`src/rtl/sloth_pipe_pkg.sv`:
```
// Shared pipeline-stage definitions: stage occupancy encoding and default field widths.
package sloth_pipe_pkg;

    localparam int PIPE_DATA_W = 128;
    localparam int PIPE_CTRL_W = 10;

    typedef enum logic [1:0] {
        EMPTY = 2'b00,
        ONE   = 2'b01,
        FULL  = 2'b10
    } pipe_state_e;

endpackage

```
`src/rtl/pipe_sat_counter.sv`:
```
// Saturating up-counter: counts cycles with inc high, sticks at all-ones, clears only on reset.
module pipe_sat_counter #(
    parameter int WIDTH = 16
) (
    input  logic             clk,
    input  logic             rst,
    input  logic             inc,
    output logic [WIDTH-1:0] count
);

    logic [WIDTH-1:0] count_q;
    logic [WIDTH-1:0] count_d;

    always_comb begin
        count_d = count_q;
        if (inc && (count_q != '1)) begin
            count_d = count_q + 1'b1;
        end
    end

    always_ff @(posedge clk or posedge rst) begin
        if (rst) begin
            count_q <= '0;
        end else begin
            count_q <= count_d;
        end
    end

    assign count = count_q;

endmodule

```
`src/rtl/pipe_stage_skid.sv`:
```
// Pipeline stage register with a two-entry skid buffer and synchronous flush.
// Optional stall/flush performance counters are built when PIPE_STAGE_PERF_EN is defined.
module pipe_stage_skid
    import sloth_pipe_pkg::*;
#(
    parameter int DATA_WIDTH = PIPE_DATA_W,
    parameter int CTRL_WIDTH = PIPE_CTRL_W
`ifdef PIPE_STAGE_PERF_EN
    ,
    parameter int CNT_WIDTH  = 16
`endif
) (
    input  logic                  clk,
    input  logic                  rst,
    input  logic                  flush,
    input  logic                  in_valid,
    output logic                  in_ready,
    input  logic [DATA_WIDTH-1:0] in_data,
    input  logic [CTRL_WIDTH-1:0] in_ctrl,
    output logic                  out_valid,
    input  logic                  out_ready,
    output logic [DATA_WIDTH-1:0] out_data,
    output logic [CTRL_WIDTH-1:0] out_ctrl
`ifdef PIPE_STAGE_PERF_EN
    ,
    output logic [CNT_WIDTH-1:0]  stall_cnt,
    output logic [CNT_WIDTH-1:0]  flush_cnt
`endif
);

    // Handshake: a transfer happens on a rising edge where valid and ready are both high;
    // valid and payload stay stable until accepted, and both readies come from state only.
    pipe_state_e           state_q, state_d;
    logic [DATA_WIDTH-1:0] main_data_q, main_data_d;
    logic [CTRL_WIDTH-1:0] main_ctrl_q, main_ctrl_d;
    logic [DATA_WIDTH-1:0] skid_data_q, skid_data_d;
    logic [CTRL_WIDTH-1:0] skid_ctrl_q, skid_ctrl_d;
    logic                  in_fire;

    assign out_valid = (state_q != EMPTY);
    assign in_ready  = (state_q != FULL);
    assign in_fire   = in_valid & in_ready;
    assign out_data  = main_data_q;
    assign out_ctrl  = out_valid ? main_ctrl_q : '0;

    always_comb begin
        state_d     = state_q;
        main_data_d = main_data_q;
        main_ctrl_d = main_ctrl_q;
        skid_data_d = skid_data_q;
        skid_ctrl_d = skid_ctrl_q;
        if (flush) begin
            // Payload bits are left in place; only the control is killed.
            state_d     = EMPTY;
            main_ctrl_d = '0;
            skid_ctrl_d = '0;
        end else begin
            case (state_q)
                EMPTY: begin
                    if (in_fire) begin
                        state_d     = ONE;
                        main_data_d = in_data;
                        main_ctrl_d = in_ctrl;
                    end
                end
                ONE: begin
                    if (in_fire && out_ready) begin
                        main_data_d = in_data;
                        main_ctrl_d = in_ctrl;
                    end else if (in_fire) begin
                        state_d     = FULL;
                        skid_data_d = in_data;
                        skid_ctrl_d = in_ctrl;
                    end else if (out_ready) begin
                        state_d     = EMPTY;
                        main_ctrl_d = '0;
                    end
                end
                FULL: begin
                    if (out_ready) begin
                        state_d     = ONE;
                        main_data_d = skid_data_q;
                        main_ctrl_d = skid_ctrl_q;
                        skid_ctrl_d = '0;
                    end
                end
                default: begin
                    state_d = EMPTY;
                end
            endcase
        end
    end

    always_ff @(posedge clk or posedge rst) begin
        if (rst) begin
            state_q     <= EMPTY;
            main_data_q <= '0;
            main_ctrl_q <= '0;
            skid_data_q <= '0;
            skid_ctrl_q <= '0;
        end else begin
            state_q     <= state_d;
            main_data_q <= main_data_d;
            main_ctrl_q <= main_ctrl_d;
            skid_data_q <= skid_data_d;
            skid_ctrl_q <= skid_ctrl_d;
        end
    end

`ifdef PIPE_STAGE_PERF_EN
    logic stall_inc;
    logic flush_inc;

    assign stall_inc = out_valid & ~out_ready;
    assign flush_inc = flush & (state_q != EMPTY);

    pipe_sat_counter #(.WIDTH(CNT_WIDTH)) u_stall_cnt (
        .clk   (clk),
        .rst   (rst),
        .inc   (stall_inc),
        .count (stall_cnt)
    );

    pipe_sat_counter #(.WIDTH(CNT_WIDTH)) u_flush_cnt (
        .clk   (clk),
        .rst   (rst),
        .inc   (flush_inc),
        .count (flush_cnt)
    );
`endif

endmodule

```
`config.mk`:
```
export PLATFORM = sky130hd
export DESIGN_NAME = pipe_stage_skid
export DESIGN_NICKNAME = d
export VERILOG_FILES = /design/src/rtl/sloth_pipe_pkg.sv /design/src/rtl/pipe_sat_counter.sv /design/src/rtl/pipe_stage_skid.sv
export SDC_FILE = /design/constraint.sdc
export NUM_CORES = 1
export LEC_CHECK = 0
export ABC_AREA = 1
export ABC_CLOCK_PERIOD_IN_PS = 16800
export CORE_MARGIN = 4
export CORE_UTILIZATION = 50
export CTS_CLUSTER_DIAMETER = 200
export DETAILED_ROUTE_END_ITERATION = 10
export PLACE_DENSITY = 0.79
export SETUP_SLACK_MARGIN = 0.15
export SYNTH_ARGS = -nofsm -noshare
export SYNTH_HDL_FRONTEND = slang
export SYNTH_HIERARCHICAL = 1
export SYNTH_SLANG_ARGS = --single-unit
```
`constraint.sdc`:
```
create_clock -name clk -period 16.8 [get_ports clk]
set_input_delay 5.04 -clock clk [delete_from_list [all_inputs] [get_ports clk]]
set_output_delay 5.04 -clock clk [all_outputs]
set_load 0.005 [all_outputs]
```
==> impl_results.md <==
* Slew headroom at 0.1476
* PwrDens at 168.3 nW/um2
* Net Count, Synth at 1,531
* P&R area growth vs syn at 28.61%
* Dpl cell area at 15,400 um2
* DRT Pass-1 Iters at 6
* GR Util All Layers at 0.2164
* Hold Crit Start: skid_data_q[95]
* CTS Buf Count at 28
* First-pass GRT wire length at 51,200 um
* Hold depth at 2
* Post-CTS setup buffers at 0
* Clk_lat worst skew at 530 ps
* Syn Area/Cell at roughly 9 um2
* DRC viols at 0
* Clock sink total at roughly 280
* Gate Count Post-Synth at 1,383
* Die area at 28,050 um2
* Global route overflow at 0
* Design area at 16,360 um2
* DR vias/cell at 5.070
* Yosys warnings at 6
* CTS hold repair buffers at 0
* Setup violators final at 0
* RR Startpoint: state_q[0]
* Reg-to-reg critical path endpoint: out_data[2]
* Routed Antenna Nets at 0
* FF-to-FF path depth at 12
* CP Data Arrival Time at 8550 ps
* Critical path class: primary input to flop
* Setup ws final at 8704 ps
* Leak pwr at 7.839 nW
* Worst min path class: flop to flop
* Initial core utilization at 0.5066
* Std-Cell Rows at slightly below 60
* Place WS at 8223 ps
* Hold Crit Endpoint: skid_data_q[95]
* CTS tree: built
* DR vias at between 9,000 and 10,000
* CP Max Fanout at 131
* Layout fillers at 2,078
* Setup TNS at 0 ps
* RSZ-0062 raised after global routing: false
* Largest net degree at the start of global routing at ~210
* Die W at ~170 um
* Maxcap violations at 0
* Outcome: completed
* Endpoint class of the critical path: flop
* Initial DRC count at 905
* Flop-to-flop setup slack at 11,900 ps
* Mapped cell area at ~13,000 um2
* Synth unique cells at 23
* Wire length per cell at between 15 and 20 um
* Period utilization at 0.4819
* FF+latch count, synth at roughly 280
* Detailed Place HPWL at between 15,000 and 20,000 um
* GP Congestion at 0.8203
* Critical Path RT at 17,250 ps
* # IOs at 283
* Clk pin slew, worst setup/hold paths at roughly 60 ps
* Peak Freq at between 100 and 150 MHz
* Nets@finish at roughly 1,800
* Overall die height at 167.5 um
* Ratio of cells with drive above 1 in the final layout at 0.1151
* Clk_skew at 13.84 ps
* # resized after CTS at 0
* Buffers on Ports at 282
* Vias in the first global route at 9,964
* Startpoint types: primary input
* Clock tree root buffer cell: clkbuf_16
* CTS max path bufs at 3
* Sequential element share of the synthesized area at 0.5469
* Pins over their slew limit at 0
* Core ar. at 25,110 um2
* Commonest non-fill, non-tap cell in the layout: nand2_1
* Total Wirelength at just over 30,000 um
* Initial antenna violation count at 2
* Final Hold Vio Count at 0
* H-tree levels at 1
* Peak supply drop at ~0.092 mV
* Slew at the pin closest to its max-slew limit at around 1300 ps
* Most frequent cells in the layout: nand2_1 (483), clkdlybuf4s50_1 (282), dfrtp_1 (278)
* Tmin final at slightly above 8000 ps
## registers in the layout, indices dropped and copies added (netlist names)
register	flops
skid_ctrl_q	10
main_ctrl_q	10
skid_data_q	128
out_data	128
state_q	2
## synthesized netlist by cell type
library cell  number  share of area
nor2_4             1        0.00089
nor2_1            19         0.0056
buf_4             10         0.0059
nor2_2             1        0.00049
nand2_1          483           0.14
nand3_2            2         0.0016
nand2_2            2        0.00098
nand2_4            1        0.00089
inv_4              1        0.00049
o21ai_2          122          0.084
inv_1             97          0.029
mux2i_1           49          0.039
o21ai_0          172          0.068
inv_2              4         0.0012
buf_6             35          0.031
o21ai_1            4         0.0016
dfrtp_1          278           0.55
ha_1               5         0.0049
clkbuf_1          28         0.0083
clkinv_1           1        0.00029
nand3_1           53          0.021
nor3_4             1         0.0013
buf_2             14         0.0055
## routing by layer
metal | global-route usage | wire length (um) | share of wire
met5 | 0 | 13 | 0.00042
met4 | 0.03917 | 527 | 0.017
met3 | 0.04202 | 1928 | 0.062
met2 | 0.3543 | 14650 | 0.47
met1 | 0.3073 | 13760 | 0.45
## through the flow
stage / hold WS, ps / utilization / instances / power [mW]
floorplan: 441.6 / - / 1383 / 1.663
CTS: 473.9 / 0.6514 / 1963 / 2.780
global placement: 452.5 / 0.6133 / 1914 / 2.084
detailed placement: 458.7 / 0.6133 / 1914 / 2.124
finish: 472.3 / 0.6515 / 1964 / 2.753
global route: 484.5 / 0.6515 / 1964 / 2.941
## worst max-delay path, cell delays in order
cell and delay (ps):
clkdlybuf4s50_1 620, nor2_1 80, o21ai_1 110, nor2_2 90
nand2_8 640, buf_4 870, buf_4 670, nand2_1 170
o21ai_2 100
## worst max-delay path by stage
stage,start,endpoint,slack (ps),depth (start not counted)
3_3_place_gp,flush,out_data[16],8320,9
6_report,flush,out_data[2],8700,9
2_1_floorplan,rst,main_ctrl_q[0],4090,1
5_1_grt,flush,out_data[2],8450,9
4_1_cts,flush,out_data[2],8750,9
3_5_place_dp,flush,out_data[2],8220,9
## final cells by class
class	instances	area [um2]	share of cell area
Multi-Input combinational cell	915	4765	0.2913
Tap cell	330	412.9	0.02524
Clock inverter	9	120.1	0.007343
Antenna cell	1	2.502	0.0001530
Clock buffer	40	837.1	0.05117
Inverter	103	396.6	0.02425
Sequential cell	278	6957	0.4253
Timing Repair Buffer	288	2868	0.1753
## power breakdown
group / internal (mW) / switching [mW]
Sequential: 0.972 / 0.184
Clock: 0.389 / 0.252
Combinational: 0.492 / 0.463
## cell families (layout without fill, tap and decap cells)
| group | count (synthesis) | after routing | share of synthesized area |
|---|---|---|---|
| multiplexers | 49 | 49 | 0.03856 |
| buffers and inverters | 190 | 440 | 0.08125 |
| flip-flops | 278 | 278 | 0.5469 |
| AO/OA/AOI/OAI | 298 | 298 | 0.1533 |
| AND/OR/NAND/NOR | 563 | 563 | 0.1751 |
| other | 0 | 1 | 0 |
| adder cells (fa/ha/maj) | 5 | 5 | 0.004918 |
(Power assumes the default switching activity.)
==> RTL change 1: new RTL, same settings <==
Change the package constant `PIPE_CTRL_W` from 10 to 11.
--- a/src/rtl/sloth_pipe_pkg.sv
+++ b/src/rtl/sloth_pipe_pkg.sv
@@ -4,3 +4,3 @@
     localparam int PIPE_DATA_W = 128;
-    localparam int PIPE_CTRL_W = 10;
+    localparam int PIPE_CTRL_W = 11;
 
Ports: changed (resized in_ctrl and out_ctrl); port bits go from 283 to 285. The function was not compared with the original's and may differ.
==> RTL change 1 against the original RTL <==
  * Setup slack better by 0.47 ns
  * Sequential cell count increased by 2
  * Utilization is 1.1 points higher
  * Total power fell by 1.5%
  * Non-clock buffer count is 4 higher
  * Wire length shrank 2.6%
  * Area after synthesis is 3.1% lower
  * Die area shrank 3.0%
  * Design area down 1.8%
==> RTL change 1: results (changes against the original RTL) <==
status -> completed
Overall Global Routing Usage -> 21.7% (+0.077 points)
share of cells above drive strength 1 -> 4.30% (-7.2 points)
non-clk buf share -> 18.1% (+0.54 points)
fin cells -> 2043 (+4.0%)
CP max stage delay -> 0.91 ns (+0.04 ns)
port buffer count -> 284 (+0.71%)
final design utilization -> 66.3% (+1.1 points)
Synth top cells by count -> nand2_1 (490), dfrtp_1 (280), o21ai_1 (235), inv_1 (146), o21ai_0 (143)
met3 wire len -> 2130 um (+11%)
Non-CTS buffers -> 292 (+1.4%)
skew final -> 0.00642 ns (-0.00743 ns)
Vias/cell -> 5.06 (-0.28%)
H-tree depth -> 1 (unchanged)
Iter 0 DRT Violations -> 829 (-8.4%)
R2R setup slack -> 13.21 ns (+1.31 ns)
Final #Nets -> 1846 (+4.8%)
static leakage -> 8.03 nW (+2.5%)
WP data arrival -> 8.06 ns (-0.49 ns)
Crit Path Max Fanout -> 108 (-18%)
FF-to-FF path depth -> 9 (-3)
RR Endpoint -> out_data[57]
crit path to -> skid_data_q[59]
Detail Route met2 WL -> 14400 um (-1.6%)
CLK BUF -> 44 (+10%)
adder-cell share of the synthesized area -> 0.508% (+0.016 points)
Wirelength per Cell -> 14.7 um (-6.4%)
# Taps -> 324 (-1.8%)
dpl cell area -> 15100 um2 (-2.1%)
Seq/Total Area, Yosys -> 56.9% (+2.2 points)
CTS Buf Count -> 29 (+3.6%)
Synth cell types -> 19 (-17%)
ranking of synthesized cells by area -> dfrtp_1 (57%), nand2_1 (15%), o21ai_1 (9.5%)
inverters -> 151 (+47%)
Rel. slew slack -> 28.8% (+14 points)
Synth Area in Compound Gates -> 16.1% (+0.80 points)
multiplexer area fraction after synthesis -> 0% (-3.9 points)
Pre-antenna DRT Iters -> 7 (+1)
Min-Delay Startpoint -> skid_ctrl_q[7]
PD cells -> 169 nW/um2 (+0.33%)
RePlAce Congestion -> 0.895 (+9.2%)
multi-input gate count -> 943 (+3.1%)
syn_area_per_cell -> 8.39 um2 (-8.8%)
largest net degree at the start of global routing -> 146 (-30%)
Metal-1 WL -> 12500 um (-9.3%)
WHS -> 0.473 ns (+0.000994 ns)
multi-input logic portion of the cell area -> 26.0% (-3.1 points)
DP HPWL -> 19900 um (+0.37%)
first-pass GRT wire length -> 48400 um (-5.4%)
antenna fix cells -> 0 (-1)
Worst Hold Endpoint -> skid_ctrl_q[7]
Sink Count -> 280 (+0.72%)
RTL change 1: cell types whose count changed after synthesis, moves of 3 or more:
| cell | before | now |
|---|---|---|
| buf_2 | 14 | 32 |
| buf_6 | 35 | 20 |
| o21ai_2 | 122 | 10 |
| nand2_1 | 483 | 490 |
| nand3_1 | 53 | 27 |
| o21ai_0 | 172 | 143 |
| o21ai_1 | 4 | 235 |
| mux2i_1 | 49 | 0 |
| buf_1 | 0 | 6 |
| inv_1 | 97 | 146 |
| clkbuf_1 | 28 | 25 |
| nor2_1 | 19 | 29 |
RTL change 1: metal layers:
layer	vias to the layer above	GRT usage [%]
li1	5111	-
met1	4784	28.9
met2	367	36.0
met3	64	3.82
met4	2	7.90
met5	-	0
RTL change 1: power groups by stage:
stage	clock network, mW	registers, mW	logic, mW
final	0.655	1.16	0.900
after global routing	0.700	1.19	1.02
after CTS	0.671	1.16	0.915
after detailed placement	0	1.16	0.910
after global placement	0	1.15	0.877
after floorplan	0	1.13	0.461
==> RTL change 2: new RTL, same flow settings <==
Made on the original files. Make the reset (`rst`) synchronous in one clocked block.
--- a/src/rtl/pipe_stage_skid.sv
+++ b/src/rtl/pipe_stage_skid.sv
@@ -93,3 +93,3 @@
 
-    always_ff @(posedge clk or posedge rst) begin
+    always_ff @(posedge clk) begin
         if (rst) begin
Behaviour: differs if rst is asserted again (counterexample within 4 cycles, from zero or initial values and one cycle with rst high); with rst held inactive, the same outputs for 4 cycles.
==> RTL change 2 against the original RTL <==
  * Final cell count rose by 31%
  * Setup slack improved by 0.62 ns
  * Area after synthesis fell by 0.40%
  * Sequential cell count did not move
  * Critical path type unchanged
  * Design area fell by 0.41%
  * Maximum frequency rose by 8.3%
  * Synthesized cell count rose by 46%
  * Critical endpoint is now skid_data_q[103]
  * Wire length rose by 12%
Power is not compared: it rests on default switching activity, and its combinational part moved more than twofold at a synthesized area within 25%.
==> RTL change 2: results (changes against the original RTL) <==
hold path depth -> 2 (unchanged)
static leakage -> 7.65 nW
crit path to -> skid_data_q[103]
final wirelength -> 34600 um (+12%)
largest net degree at the start of global routing -> 143 (-31%)
Synth cell types -> 24 (+4.3%)
RR Endpoint -> skid_ctrl_q[5]
worst-skew pair later-pin latency -> 0.53 ns (about the same)
initial antenna violation count -> 3 (+1)
Crit Path Max Fanout -> 102 (-22%)
first-pass GRT wire length -> 56600 um (+10%)
crit path launch -> in_valid
Max Cap Viol -> 0 (unchanged)
RePlAce Congestion -> 0.869 (+5.9%)
Fill cells -> 2217 (+6.7%)
Overall Global Routing Usage -> 23.7% (+2.1 points)
Place WS -> 8.84 ns (+0.615 ns)
DP HPWL -> 21500 um (+8.3%)
Synth top cells by count -> nand2_1 (687), nor2_1 (573), dfxtp_1 (278), inv_1 (168), o21ai_0 (126)
CTS Buf Count -> 29 (+3.6%)
Crit Reg-Reg Startpoint -> state_q[0]
share of cells above drive strength 1 -> 3.92% (-7.6 points)
FF-to-FF path depth -> 11 (-1)
Synth warnings -> 6 (unchanged)
Max VDD drop -> 76.7 uV
Post-synth top flop -> dfxtp_1
Rel. slew slack -> 18.3% (+3.5 points)
status -> completed
CTS Root Cell -> clkbuf_16
Pre-antenna DRT Iters -> 5 (-1)
ranking of synthesized cells by area -> dfxtp_1 (44%), nand2_1 (20%), nor2_1 (17%)
Seq/Total Area, Yosys -> 43.9% (-11 points)
WP data arrival -> 7.94 ns (-0.61 ns)
port buffer count -> 282 (unchanged)
HP Class -> reg2reg
Mapped Nets -> 2173 (+42%)
H-tree depth -> 1 (unchanged)
postcts setup bufs -> 0 (unchanged)
clk slew on worst S/H paths -> 0.06 ns (about the same)
via count -> 12395 (+24%)
Max clock buf depth -> 3 (unchanged)
ys async rst share -> 0% (-100 points)
Period minus WS final -> 7.48 ns (-0.617 ns)
skew final -> 0.00670 ns (-0.00715 ns)
Iter 0 DRT Violations -> 1201 (+33%)
Resized cells post-CTS -> 0 (unchanged)
R2R setup slack -> 13.51 ns (+1.61 ns)
Final #Nets -> 2373 (+35%)
RTL change 2: cell count changes after synthesis, sizes merged, moves of 14 or more:
| cell | delta |
|---|---|
| buf | +14 |
| clkbuf | +20 |
| dfrtp | -278 |
| dfxtp | +278 |
| inv | +69 |
| mux2i | -49 |
| nand2 | +227 |
| nand3 | -36 |
| nor2 | +555 |
| o21ai | -170 |
RTL change 2: final cells by class:
cell class              instances  area share (%)
inverters                     172            4.02
repair buffers                290            17.7
multi-input cells            1454            35.7
well taps                     324            2.49
clock buffers                  45            5.31
diodes                          3          0.0461
clock inverters                 7           0.522
flip-flops and latches        278            34.2
RTL change 2: logic make-up after synthesis:
kind of cell             share of synthesized area, %
buffers and inverters                            10.2
adder cells (fa/ha/maj)                         0.494
AND/OR/NAND/NOR                                  39.7
flip-flops                                       43.9
AO/OA/AOI/OAI                                    5.59
RTL change 2: layer usage:
metal  global-route usage (%)  wire [um]  vias up
met3                     3.58       2120       70
met1                     30.0      14900     5567
met4                     8.47       1160        0
met2                     41.2      16400      369
li1                         -          -     6389
met5                        0          0        -
RTL change 2: where the power goes:
group	internal (mW)	switching [mW]
sequential	0.703	0.0233
clock	0.382	0.257
combinational	0.146	0.163
total	1.23	0.444
RTL change 2: worst min path at each step:
stage / startpoint / to / slack, ns
finish: skid_data_q[1] / skid_data_q[1] / 0.48
global route: skid_data_q[32] / skid_data_q[32] / 0.50
floorplan: skid_data_q[100] / skid_data_q[100] / 0.45
global placement: skid_data_q[93] / skid_data_q[93] / 0.46
detailed placement: skid_data_q[1] / skid_data_q[1] / 0.47
CTS: skid_data_q[1] / skid_data_q[1] / 0.49
RTL change 2: critical path: stages:
cell	delay, ns
clkdlybuf4s50_1	0.54
nand2_2	0.10
nor2_2	0.13
nand2_4	0.36
inv_4	0.41
buf_4	0.92
nor2_1	0.11
nor2_1	0.14
RTL change 2: per-stage QoR:
stage / cell area (um2) / util [%] / hold slack, ns / power (mW) / std cells
after floorplan: 12700 / - / 0.455 / 0.909 / 2025
after global placement: 15300 / 62.3 / 0.462 / 1.04 / 2518
after detailed placement: 15300 / 62.3 / 0.472 / 1.05 / 2518
after CTS: 16300 / 66.2 / 0.486 / 1.69 / 2570
after global routing: 16300 / 66.2 / 0.498 / 1.76 / 2573
final: 16300 / 66.2 / 0.481 / 1.68 / 2573
